==> src/rtl/piso_en_serializer.sv <==
// Parallel-in/serial-out stage that feeds an enabled D flip-flop. It accepts one
// word over a valid/ready handshake. Each bit is held on ser_d for DIV clocks,
// and ser_en pulses in the last cycle of every bit period.
module piso_en_serializer #(
  parameter int WIDTH     = 8,
  parameter int DIV       = 4,
  parameter int MSB_FIRST = 1
) (
  input  logic             clk,
  input  logic             reset,
  input  logic             load_valid,
  input  logic [WIDTH-1:0] load_data,
  output logic             load_ready,
  output logic             ser_d,
  output logic             ser_en,
  output logic             busy,
  output logic             done
);

  localparam int CW = (DIV > 1) ? $clog2(DIV) : 1;
  localparam int BW = $clog2(WIDTH);
  // Value of div_cnt one cycle before the strobe cycle. It only matters for DIV >= 2.
  localparam logic [CW-1:0] DIV_PRE  = CW'((DIV >= 2) ? DIV - 2 : 0);
  localparam logic [BW-1:0] BIT_LAST = BW'(WIDTH - 1);
  localparam logic [BW-1:0] BIT_PRE  = BW'(WIDTH - 2);
  // With DIV=1 every cycle of a word is a strobe cycle.
  localparam bit EN_EVERY = (DIV == 1);

  typedef enum logic {IDLE, SHIFT} state_t;

  state_t           state, state_nxt;
  logic [WIDTH-1:0] sreg, sreg_nxt;
  logic [CW-1:0]    div_cnt, div_nxt;
  logic [BW-1:0]    bit_cnt, bit_nxt;
  logic             ready_nxt, d_nxt, en_nxt, busy_nxt, done_nxt;

  // Bit presented at the output end of the shift register.
  function automatic logic first_bit(input logic [WIDTH-1:0] w);
    if (MSB_FIRST != 0) first_bit = w[WIDTH-1];
    else                first_bit = w[0];
  endfunction

  // Move the register one place toward the output end, filling with zero.
  function automatic logic [WIDTH-1:0] shift_word(input logic [WIDTH-1:0] w);
    if (MSB_FIRST != 0) shift_word = {w[WIDTH-2:0], 1'b0};
    else                shift_word = {1'b0, w[WIDTH-1:1]};
  endfunction

  // Next state and next registered outputs. All outputs come from flops, so
  // each one is computed one cycle ahead of the cycle in which it appears.
  always_comb begin
    state_nxt = state;
    sreg_nxt  = sreg;
    div_nxt   = div_cnt;
    bit_nxt   = bit_cnt;
    ready_nxt = 1'b0;
    d_nxt     = 1'b0;
    en_nxt    = 1'b0;
    busy_nxt  = 1'b0;
    done_nxt  = 1'b0;
    case (state)
      IDLE: begin
        ready_nxt = 1'b1;
        if (load_valid && load_ready) begin
          state_nxt = SHIFT;
          sreg_nxt  = load_data;
          div_nxt   = '0;
          bit_nxt   = '0;
          ready_nxt = 1'b0;
          busy_nxt  = 1'b1;
          d_nxt     = first_bit(load_data);
          en_nxt    = EN_EVERY;
        end
      end
      SHIFT: begin
        busy_nxt = 1'b1;
        if (ser_en) begin
          if (bit_cnt == BIT_LAST) begin
            // The final strobe has been issued, so the word is complete.
            state_nxt = IDLE;
            sreg_nxt  = '0;
            div_nxt   = '0;
            bit_nxt   = '0;
            ready_nxt = 1'b1;
            busy_nxt  = 1'b0;
          end else begin
            sreg_nxt = shift_word(sreg);
            div_nxt  = '0;
            bit_nxt  = bit_cnt + BW'(1);
            d_nxt    = first_bit(shift_word(sreg));
            en_nxt   = EN_EVERY;
            done_nxt = EN_EVERY && (bit_cnt == BIT_PRE);
          end
        end else begin
          div_nxt  = div_cnt + CW'(1);
          d_nxt    = ser_d;
          en_nxt   = (div_cnt == DIV_PRE);
          done_nxt = (div_cnt == DIV_PRE) && (bit_cnt == BIT_LAST);
        end
      end
      default: state_nxt = IDLE;
    endcase
  end

  // State, counters and output registers; all of them clear asynchronously.
  always_ff @(posedge clk or posedge reset) begin
    if (reset) begin
      state      <= IDLE;
      sreg       <= '0;
      div_cnt    <= '0;
      bit_cnt    <= '0;
      load_ready <= 1'b0;
      ser_d      <= 1'b0;
      ser_en     <= 1'b0;
      busy       <= 1'b0;
      done       <= 1'b0;
    end else begin
      state      <= state_nxt;
      sreg       <= sreg_nxt;
      div_cnt    <= div_nxt;
      bit_cnt    <= bit_nxt;
      load_ready <= ready_nxt;
      ser_d      <= d_nxt;
      ser_en     <= en_nxt;
      busy       <= busy_nxt;
      done       <= done_nxt;
    end
  end

endmodule

==> config.mk <==
export PLATFORM = sky130hd
export DESIGN_NAME = piso_en_serializer
export DESIGN_NICKNAME = d
export VERILOG_FILES = /design/src/rtl/piso_en_serializer.sv
export SDC_FILE = /design/constraint.sdc
export NUM_CORES = 1
export LEC_CHECK = 0
export BUFFER_PORTS_ARGS = -buffer_cell sky130_fd_sc_hd__clkbuf_2
export CORE_UTILIZATION = 55
export CTS_CLUSTER_SIZE = 24
export DETAILED_ROUTE_END_ITERATION = 16
export PLACE_DENSITY = 0.75
export SYNTH_ARGS = -nofsm -noshare
export SYNTH_HDL_FRONTEND = slang
export SYNTH_SLANG_ARGS = --single-unit
export TNS_END_PERCENT = 100
==> constraint.sdc <==
create_clock -name clk -period 2.75 [get_ports clk]
set_clock_uncertainty 0.1 [all_clocks]
set_input_delay 0.825 -clock clk [delete_from_list [all_inputs] [get_ports clk]]
set_output_delay 0.825 -clock clk [all_outputs]
set_load 0.02 [all_outputs]
Word level (Yosys, flattened, before mapping)
Cells that the tools add are included.
- eq/ne operators: 4
- reductions and logical operators: 3
- multiplexer cells: 27
- add/sub/neg operators: 2
- div/mod/pow operators: 0
- shifts and indexed selects: 0
- $lt $le $gt $ge: 0
- bitwise operators: 1
- multipliers: 0
- operators with widths (cell ; number):
    7-bit two-way mux ; 3
    7-bit case mux with 2 select lines ; 1
    1-bit two-way mux ; 12
    3-bit two-way mux ; 3
    1-bit case mux with 2 select lines ; 4
    3-bit case mux with 2 select lines ; 1
    2-bit two-way mux ; 2
    2-bit != test (second input constant) ; 2
    2-bit case mux with 2 select lines ; 1
    3-bit by 1-bit adder with 3-bit output (second input constant) ; 1
    3-bit == test (second input constant) ; 1
    2-bit by 1-bit adder with 2-bit output (second input constant) ; 1
    2-bit == test (second input constant) ; 1
    1-bit logical AND ; 2
    2-bit AND reduction ; 1
    1-bit inverter ; 1
- input bits: 11
- flip-flop bits (word level): 17
- RAM bits: 0
- bits in latches: 0
- memory bits (read-only): 0
- memories: 0

Depth between registers and ports, before layout
Gate-level depths: netlist of run 1.
- depth after elaboration: 4
- mapped depth: 5
- mapped depth without buffers: 5

Worst setup path before layout of run 1
Ideal clock, no wire load.
- kind: input -> register
- start point: in load_valid
- end point: reg sreg[1]
- slack: 992 ps
- cell stages on the path: 3
- buffers on the path: 0
- data arrival time: 1533 ps
- library setup time: 125 ps
- cells stage by stage: nand2_1 > o21ai_4 > mux2_4
- cells in the longest elaborated chain, start to end: 3
- ends and longest elaborated chain (what ; line ; source):
    start, declared ; 11 ; input logic load_valid,
    1-bit logical AND ; 64 ; if (load_valid && load_ready) begin
    2-bit != test (no line) ; - ;
    2-bit AND reduction (no line) ; - ;
    end signal, assigned ; 119 ; sreg <= sreg_nxt;
    end, declared ; 32 ; logic [WIDTH-1:0] sreg, sreg_nxt;
No other way between the ends.
A chain may end at the register's enable or synchronous reset.

Worst setup path after layout of run 1
- start point: reg ser_en
- end point: out ser_en
- RTL lines (what ; line ; source):
    start, declared ; 15 ; output logic ser_en,
    start signal, assigned ; 124 ; ser_en <= en_nxt;
No word-level cell between the ends.

==> results of run 1 <==
stage by stage:
stage / area [sq um] / total power [mW] / util
4_1_cts: 971 / 1.13 / 0.702
6_report: 971 / 1.13 / 0.702
5_1_grt: 971 / 1.20 / 0.702
3_5_place_dp: 941 / 0.986 / 0.681
2_1_floorplan: 866 / 0.892 / -
3_3_place_gp: 941 / 0.964 / 0.681
power breakdown:
part,internal (mW),switching [mW]
Clock,0.0557,0.0890
Combinational,0.281,0.254
Sequential,0.360,0.0867
final timing paths:
| path | from | to | depth (start not counted) |
|---|---|---|---|
| hold reg to reg | bit_cnt[1] | bit_cnt[1] | 1 |
| setup reg to reg | bit_cnt[0] | sreg[1] | 5 |
| min in group asynchronous | reset | div_cnt[1] | 2 |
| setup / recovery | ser_en | ser_en | 1 |
| hold / removal | bit_cnt[1] | bit_cnt[1] | 1 |
| max in group asynchronous | reset | done | 2 |
flip-flops by register name, indices dropped and copies added, names as in the netlist:
register	cells
sreg	7
bit_cnt	3
div_cnt	2
done	1
load_ready	1
ser_d	1
ser_en	1
state	1
layer usage:
metal,wire [um],track usage,vias to the layer above,part of all wire
li1,-,-,297,-
met1,775,0.293,285,0.50
met2,665,0.253,8,0.43
met3,63,0.0826,4,0.041
met4,34,0.0968,0,0.022
met5,0,0,-,0
cells in the mapped netlist, types with 2 or more instances:
library cell,n
buf_4,2
a32o_1,2
nand3b_1,5
ha_1,4
nand2_1,3
a21oi_1,2
dfrtp_1,17
o21ai_0,2
inv_1,6
nor2_1,2
a22o_1,3
o21ai_1,3
mux2_4,6
cell families (layout without fill, tap and decap cells):
logic type,after synthesis,count (layout),share of synthesized area
buf+inv,10,27,0.0636
mux,6,6,0.104
flops,17,17,0.491
compound gates,19,19,0.169
fa+ha+maj,4,4,0.0578
simple gates,17,17,0.114
final cells by class:
| type | instances | area (sq um) | share of cell area |
|---|---|---|---|
| tap | 15 | 18.8 | 0.0193 |
| sequential | 17 | 425 | 0.438 |
| timing repair buffer | 16 | 82.6 | 0.0851 |
| clock inverter | 1 | 7.51 | 0.00773 |
| multi-input combinational | 46 | 385 | 0.397 |
| clock buffer | 3 | 22.5 | 0.0232 |
| inverter | 7 | 28.8 | 0.0296 |
==> out/results.tsv, run 1 <==
metric	value	unit
status	finished clean	
worst_pin_slew	0.627	ns
cp-end-kind	primary output	
crit_arrival	1.10	ns
drv_slew	0	
std_cell_rows	13	
ys_seq_area_frac	0.491	
place_ws	0.785	ns
clkTransAtPathRegs	0.11	ns
finalSetupViolCount	0	
final_cell_mix	dfrtp_1, clkbuf_2, mux2_4, inv_1, nand3b_1	
nNetsFinal	106	
layout_commonest_cell	dfrtp_1	
post_cts_buffers	0	
yosys-top-cells-area	dfrtp_1, mux2_4, ha_1	
diodes	0	
crit_fanout	11	
grt_pass1_wl	2.54	mm
portBuffers	15	
dieArea	1740	sq um
synth-seq-cells	17	
rsz0062_at_grt	no	
synth_fp_nets	88	
cts_buffers	3	
ys_warn_count	0	
drive_above_1_share	0.333	
grt_antenna_before_repair	0	
synth_cell_type_count	29	
die_y	41.7	um
crit_chain	clkbuf_2	
crit_family	flip-flops	
coreArea	1380	sq um
place_congestion	0.712	
min_period_over_period	0.735	
die_x	41.7	um
slew_headroom	0.582	
crit_type	reg -> out	
area_growth	12.1	%
syn_avg_cell_area	11.9	sq um
routedWlPerCell	14.7	um
reg2reg_slack	1.11	ns
leakagePower	0.503	nW
synth_edf_count	0	
hpwlAfterDp	1.10	mm
wl	1.54	mm
crit_buf_inv	1	
root_buffer	clkbuf_4	
start_util	0.626	
cts_tree	done	
cts.repair.resized	0	
ioPinCount	16	
cp-start-kind	flip-flop	
fillers	108	
netlist_area	866	sq um
antenna_left	0	
dr.pass1.iters	4	
cp.required	1.83	ns
cts_buffer_depth	2	
gr-total-overflow	0	
hold_viol	0	
async_flop_share	1.00	
grtUsageTotal	0.201	
cpMaxStageDelayCell	dfrtp_1	
cp_slowest_stage_delay	0.56	ns
viasPerCell	5.66	
postCtsHoldBufs	0	
synth_cells	73	
drt_iter0_markers	14	
max_freq	495	MHz
hold_ws	0.404	ns
grt_pass1_vias	525	
yosysTopAreaCell	dfrtp_1	
tns	0	ns
power_density	1160	nW/um^2
synth_top_area_frac	0.491	
setup_slack	0.729	ns
grt_max_degree	22	
clk_latency	0.31	ns
drc	0	
period_minus_slack	2.02	ns
vdd_ir_drop_max	687	uV
hp-class	reg -> reg	
clkSinkCount	17	
instances_no_fill	105	
ys.flop_type	dfrtp_1	
htree_levels	1	
cap_violations	0	
num_vias	594	
placed_cells	101	
Note: power is estimated with default switching activity, not from simulation.
==> inputs of run 2 (changes only) <==
--- a/config.mk
+++ b/config.mk
@@ -5,11 +5,13 @@
 export SDC_FILE = /design/constraint.sdc
 export NUM_CORES = 1
 export LEC_CHECK = 0
+export ABC_AREA = 1
 export BUFFER_PORTS_ARGS = -buffer_cell sky130_fd_sc_hd__clkbuf_2
-export CORE_UTILIZATION = 55
+export CORE_ASPECT_RATIO = 0.8
+export CORE_UTILIZATION = 52
 export CTS_CLUSTER_SIZE = 24
 export DETAILED_ROUTE_END_ITERATION = 16
-export PLACE_DENSITY = 0.75
+export PLACE_DENSITY = 0.71
 export SYNTH_ARGS = -nofsm -noshare
 export SYNTH_HDL_FRONTEND = slang
 export SYNTH_SLANG_ARGS = --single-unit
==> constraint.sdc (replaced) <==
create_clock -name clk -period 2 [get_ports clk]
set_clock_uncertainty 0.1 [all_clocks]
set_input_delay 0.6 -clock clk [delete_from_list [all_inputs] [get_ports clk]]
set_output_delay 0.6 -clock clk [all_outputs]
set_load 0.02 [all_outputs]
==> out/results.tsv, run 2 <==
metric	value	unit	change
cap_violations	0		unchanged
max_freq	579	MHz	
ioPinCount	16		unchanged
power.internal	0.774	mW	was 0.697 mW
p_comb_frac	0.464		was 0.475
top_regs	sreg x7, bit_cnt x3, div_cnt x2		unchanged
top_register	sreg		unchanged
grt_max_degree	18		was 22
grt_pass1_vias	573		was 525
hpwlAfterDp	1.15	mm	was 1.10 mm
setup_slack	0.274	ns	was 0.729 ns
diodes	0		unchanged
period_minus_slack	1.73	ns	
dr.pass1.iters	4		unchanged
min_period_over_period	0.863		
hold_ws	0.262	ns	was 0.404 ns
top_usage_layer	met1		unchanged
grt_antenna_before_repair	0		unchanged
area_growth	13.2	%	was 12.1%
ys.flop_type	dfrtp_1		unchanged
seqPwrFrac	0.409		was 0.396
crit_chain	clkbuf_2		unchanged
tns	0	ns	unchanged
std_cell_rows	12		was 13
crit_family	flip-flops		unchanged
drive_above_1_share	0.217		was 0.333
swShare	0.450		was 0.382
num_vias	640		was 594
viasPerCell	4.54		was 5.66
crit_fanout	4		was 11
async_flop_share	1.00		unchanged
hold_viol	0		unchanged
switching_power	0.633	mW	was 0.430 mW
routedWlPerCell	11.0	um	was 14.7 um
synth_top_area_frac	0.498		was 0.491
synth_top_cells_by_count	nand2_1, dfrtp_1, inv_1, nor2_1		was dfrtp_1, inv_1, mux2_4, nand3b_1, ha_1
cp-end-kind	primary output		unchanged
synth-seq-cells	17		unchanged
yosysTopAreaCell	dfrtp_1		unchanged
worst_pin_slew	0.632	ns	was 0.627 ns
htree_levels	1		unchanged
synth_fp_nets	117		was 88
synth_cell_type_count	14		was 29
grt_pass1_wl	2.50	mm	was 2.54 mm
cp-start-kind	flip-flop		unchanged
grtUsageMet3	0.0708		was 0.0826
cp.required	1.30	ns	was 1.83 ns
synth.most_common_cell	nand2_1		was dfrtp_1
grtUsageTotal	0.203		was 0.201
root_buffer	clkbuf_4		unchanged
wl	1.56	mm	was 1.54 mm
clk_latency	0.28	ns	was 0.31 ns
cts_buffer_depth	2		unchanged
use_met1	0.305		was 0.293
synth_cells	102		was 73
syn_avg_cell_area	8.38	sq um	was 11.9 sq um
ys_seq_area_frac	0.498		was 0.491
postCtsHoldBufs	0		unchanged
final_cell_mix	nand2_1, dfrtp_1, clkbuf_2		was dfrtp_1, clkbuf_2, mux2_4, inv_1, nand3b_1
ys_warn_count	0		unchanged
netlist_area	855	sq um	was 866 sq um
dieArea	1810	sq um	was 1740 sq um
slew_headroom	0.578		was 0.582
clkPwrFrac	0.127		was 0.128
coreArea	1460	sq um	was 1380 sq um
use_met2	0.288		was 0.253
clkTransAtPathRegs	0.09	ns	was 0.11 ns
status	finished clean		unchanged
hp-class	in -> async		was reg -> reg
leakagePower	0.551	nW	was 0.503 nW
die_x	47.3	um	was 41.7 um
rsz0062_at_grt	no		unchanged
layout_commonest_cell	nand2_1		was dfrtp_1
place_congestion	0.706		was 0.712
gr-total-overflow	0		unchanged
synth_edf_count	0		unchanged
nNetsFinal	136		was 106
finalSetupViolCount	0		unchanged
power_density	1450	nW/um^2	was 1160 nW/um^2
drv_slew	0		unchanged
cpMaxStageDelayCell	dfrtp_1		unchanged
crit_buf_inv	1		unchanged
start_util	0.587		was 0.626
portBuffers	15		unchanged
cp_slowest_stage_delay	0.51	ns	was 0.56 ns
cts.repair.resized	0		unchanged
clkSinkCount	17		unchanged
drc	0		unchanged
drt_iter0_markers	28		was 14
cts_buffers	3		unchanged
crit_arrival	1.03	ns	was 1.10 ns
largest_reg_flops	7		unchanged
post_cts_buffers	0		unchanged
cts_tree	done		unchanged
die_y	38.3	um	was 41.7 um
vdd_ir_drop_max	812	uV	was 687 uV
yosys-top-cells-area	dfrtp_1, nand2_1, ha_1		was dfrtp_1, mux2_4, ha_1
place_ws	0.525	ns	was 0.785 ns
crit_type	reg -> out		unchanged
antenna_left	0		unchanged
-- run 2: cell count changes after synthesis, moves of 2 or more --
cell	delta
inv_1	+2
o21ai_2	+2
nand2_4	+3
nor2_1	+4
buf_4	-2
a32o_1	-2
nand2_1	+46
o21ai_1	-3
a22o_1	-3
nand3_1	+4
mux2_4	-6
nand3b_1	-5
a21oi_1	-2
-- run 2: cell type report --
type	instances	area [sq um]
Fill cell	142	489
Sequential cell	17	425
Multi-Input combinational cell	74	365
Timing Repair Buffer	16	82.6
Inverter	9	41.3
Clock buffer	4	26.3
Tap cell	21	26.3
-- run 2: logic make-up (layout without fill, tap and decap cells) --
kind of cell             Yosys count  count (layout)  share of synthesized area
AND/OR/NAND/NOR                   64              64                      0.324
buffers and inverters             11              29                     0.0747
adder cells (fa/ha/maj)            4               4                     0.0586
flip-flops                        17              17                      0.498
AO/OA/AOI/OAI                      6               6                     0.0454
-- run 2: worst paths after layout --
| kind | start | end | slack (ns) | cells past startpoint |
|---|---|---|---|---|
| min in group clk | bit_cnt[1] | bit_cnt[1] | 0.39 | 2 |
| worst min-delay path | reset | sreg[2] | 0.26 | 2 |
| max in group asynchronous | reset | sreg[0] | 1.13 | 2 |
| worst max-delay path | state | busy | 0.27 | 1 |
| worst min register to register | bit_cnt[1] | bit_cnt[1] | 0.39 | 2 |
| worst max register to register | bit_cnt[0] | sreg[1] | 0.52 | 7 |
-- run 2: through the flow --
stage / power, mW / instances / instance area, sq um / utilization
5_1_grt: 1.54 / 141 / 967 / 0.664
6_report: 1.41 / 141 / 967 / 0.664
2_1_floorplan: 1.11 / 102 / 855 / -
4_1_cts: 1.42 / 141 / 967 / 0.664
3_3_place_gp: 1.21 / 137 / 941 / 0.646
3_5_place_dp: 1.23 / 137 / 941 / 0.646
-- run 2: power groups by stage --
stage                     registers [mW]  clock network, mW  logic [mW]
after global placement             0.572                  0       0.637
after detailed placement           0.580                  0       0.655
after floorplan                    0.591                  0       0.521
after CTS                          0.575              0.185       0.656
final                              0.576              0.178       0.653
after global routing               0.592              0.200       0.747
-- run 2: routing by layer --
layer  share of wire  wire length, um
met5               0                0
met4               0                0
met2            0.42              653
met1            0.53              826
met3           0.049               77
==> inputs of run 3 (changes only) <==
--- a/config.mk
+++ b/config.mk
@@ -7,7 +7,6 @@
 export LEC_CHECK = 0
 export ABC_AREA = 1
 export BUFFER_PORTS_ARGS = -buffer_cell sky130_fd_sc_hd__clkbuf_2
-export CORE_ASPECT_RATIO = 0.8
 export CORE_UTILIZATION = 52
 export CTS_CLUSTER_SIZE = 24
 export DETAILED_ROUTE_END_ITERATION = 16
==> out/results.tsv, run 3 (same netlist as run 2, synthesis figures left out) <==
metric	value	unit	change
area_growth	12.4	%	was 13.2%
die_x	42.5	um	was 47.3 um
leakagePower	0.551	nW	unchanged
crit_fanout	3		was 4
final_cell_mix	nand2_1, dfrtp_1, clkbuf_2		unchanged
max_freq	600	MHz	was 579 MHz
viasPerCell	4.93		was 4.54
crit_type	reg -> out		unchanged
crit_arrival	0.97	ns	was 1.03 ns
nNetsFinal	136		unchanged
power_density	1460	nW/um^2	was 1450 nW/um^2
drv_slew	0		unchanged
tns	0	ns	unchanged
worst_pin_slew	0.645	ns	was 0.632 ns
portBuffers	15		unchanged
antenna_left	0		unchanged
dpl_cell_area	935	sq um	was 941 sq um
period_minus_slack	1.67	ns	was 1.73 ns
die_y	42.5	um	was 38.3 um
postCtsHoldBufs	0		unchanged
clk_latency	0.28	ns	about the same
hold_viol	0		unchanged
largest_reg_flops	7		unchanged
layout_commonest_cell	nand2_1		unchanged
stdcell_area	961	sq um	was 967 sq um
crit_family	flip-flops		unchanged
power.total	1.40	mW	was 1.41 mW
cpMaxStageDelayCell	dfrtp_1		unchanged
status	finished clean		unchanged
dieArea	1810	sq um	about the same
cts_buffers	3		unchanged
cp-start-kind	flip-flop		unchanged
top_register	sreg		unchanged
crit_buf_inv	1		unchanged
place_congestion	0.807		was 0.706
clkPwrFrac	0.128		was 0.127
diodes	0		unchanged
hpwlAfterDp	1.10	mm	was 1.15 mm
vdd_ir_drop_max	885	uV	was 812 uV
seqPwrFrac	0.404		was 0.409
coreArea	1520	sq um	was 1460 sq um
power.internal	0.777	mW	was 0.774 mW
num_vias	671		was 640
gr-total-overflow	0		unchanged
slew_headroom	0.569		was 0.578
cap_violations	0		unchanged
cts_tree	done		unchanged
cts_buffer_depth	2		unchanged
ioPinCount	16		unchanged
clkSinkCount	17		unchanged
swShare	0.446		was 0.450
grt_antenna_before_repair	0		unchanged
cp-end-kind	primary output		unchanged
grt_max_degree	18		unchanged
routedWlPerCell	10.9	um	was 11.0 um
drt_iter0_markers	13		was 28
root_buffer	clkbuf_4		unchanged
switching_power	0.626	mW	was 0.633 mW
rsz0062_at_grt	no		unchanged
clkTransAtPathRegs	0.09	ns	about the same
cp_slowest_stage_delay	0.47	ns	was 0.51 ns
top_regs	sreg x7, bit_cnt x3, div_cnt x2		unchanged
std_cell_rows	14		was 12
crit_chain	clkbuf_2		unchanged
cts.repair.resized	0		unchanged
fillers	128		was 142
post_cts_buffers	0		unchanged
finalSetupViolCount	0		unchanged
dr.pass1.iters	4		unchanged
htree_levels	1		unchanged
hp-class	in -> async		unchanged
drive_above_1_share	0.217		unchanged
cp.required	1.30	ns	about the same
p_comb_frac	0.468		was 0.464
grt_pass1_wl	2.48	mm	was 2.50 mm
start_util	0.561		was 0.587
grt_pass1_vias	583		was 573
min_period_over_period	0.833		was 0.863
grtUsageTotal	0.187		was 0.203
drc	0		unchanged
wl	1.48	mm	was 1.56 mm
[run 3: cell counts in the layout (fill, tap and decap cells not counted)]
Identical to the previous run, type by type.
[run 3: cell type report]
cell class / instances / area (sq um) / area share
flip-flops and latches: 17 / 425 / 0.443
repair buffers: 16 / 82.6 / 0.0859
multi-input cells: 74 / 365 / 0.380
well taps: 16 / 20.0 / 0.0208
clock buffers: 4 / 26.3 / 0.0273
inverters: 9 / 41.3 / 0.0430
[run 3: layer usage]
metal	track usage	wire (um)	vias to the layer above
met5	0	0	-
met3	0.0259	55	4
met1	0.270	729	300
met4	0.0938	24	0
met2	0.274	673	15
li1	-	-	352
[run 3: power by group through the flow]
stage / clock network [mW] / registers, mW / logic, mW
after floorplan: 0 / 0.591 / 0.521
after global placement: 0 / 0.570 / 0.643
after detailed placement: 0 / 0.576 / 0.660
after CTS: 0.191 / 0.568 / 0.662
after global routing: 0.199 / 0.587 / 0.738
final: 0.180 / 0.567 / 0.656
[run 3: path summary, 6_finish.rpt]
check,depth (start not counted),from,slack (ns),to
max,1,state,0.33,busy
min,2,reset,0.27,sreg[5]
max reg2reg,7,bit_cnt[0],0.50,sreg[1]
min reg2reg,2,bit_cnt[1],0.39,bit_cnt[1]
max in group asynchronous,2,reset,1.12,ser_en
min in group clk,2,bit_cnt[1],0.39,bit_cnt[1]
[run 3: worst register-to-register path, cell delays in order (launching register included)]
cell and delay, ns:
dfrtp_1 0.41, ha_1 0.24, ha_1 0.27, nor2_4 0.19, nand2_1 0.08, nand2_1 0.06
nand2_1 0.04, nand2_1 0.06
[run 3: per-stage QoR]
step	hold WS (ns)	setup WS [ns]	std cells	utilization
after global routing	0.329	0.298	136	0.631
final	0.268	0.333	136	0.631
after CTS	0.281	0.318	136	0.631
after detailed placement	0.368	0.523	132	0.613
after floorplan	0.346	0.674	102	-
after global placement	0.365	0.549	132	0.613
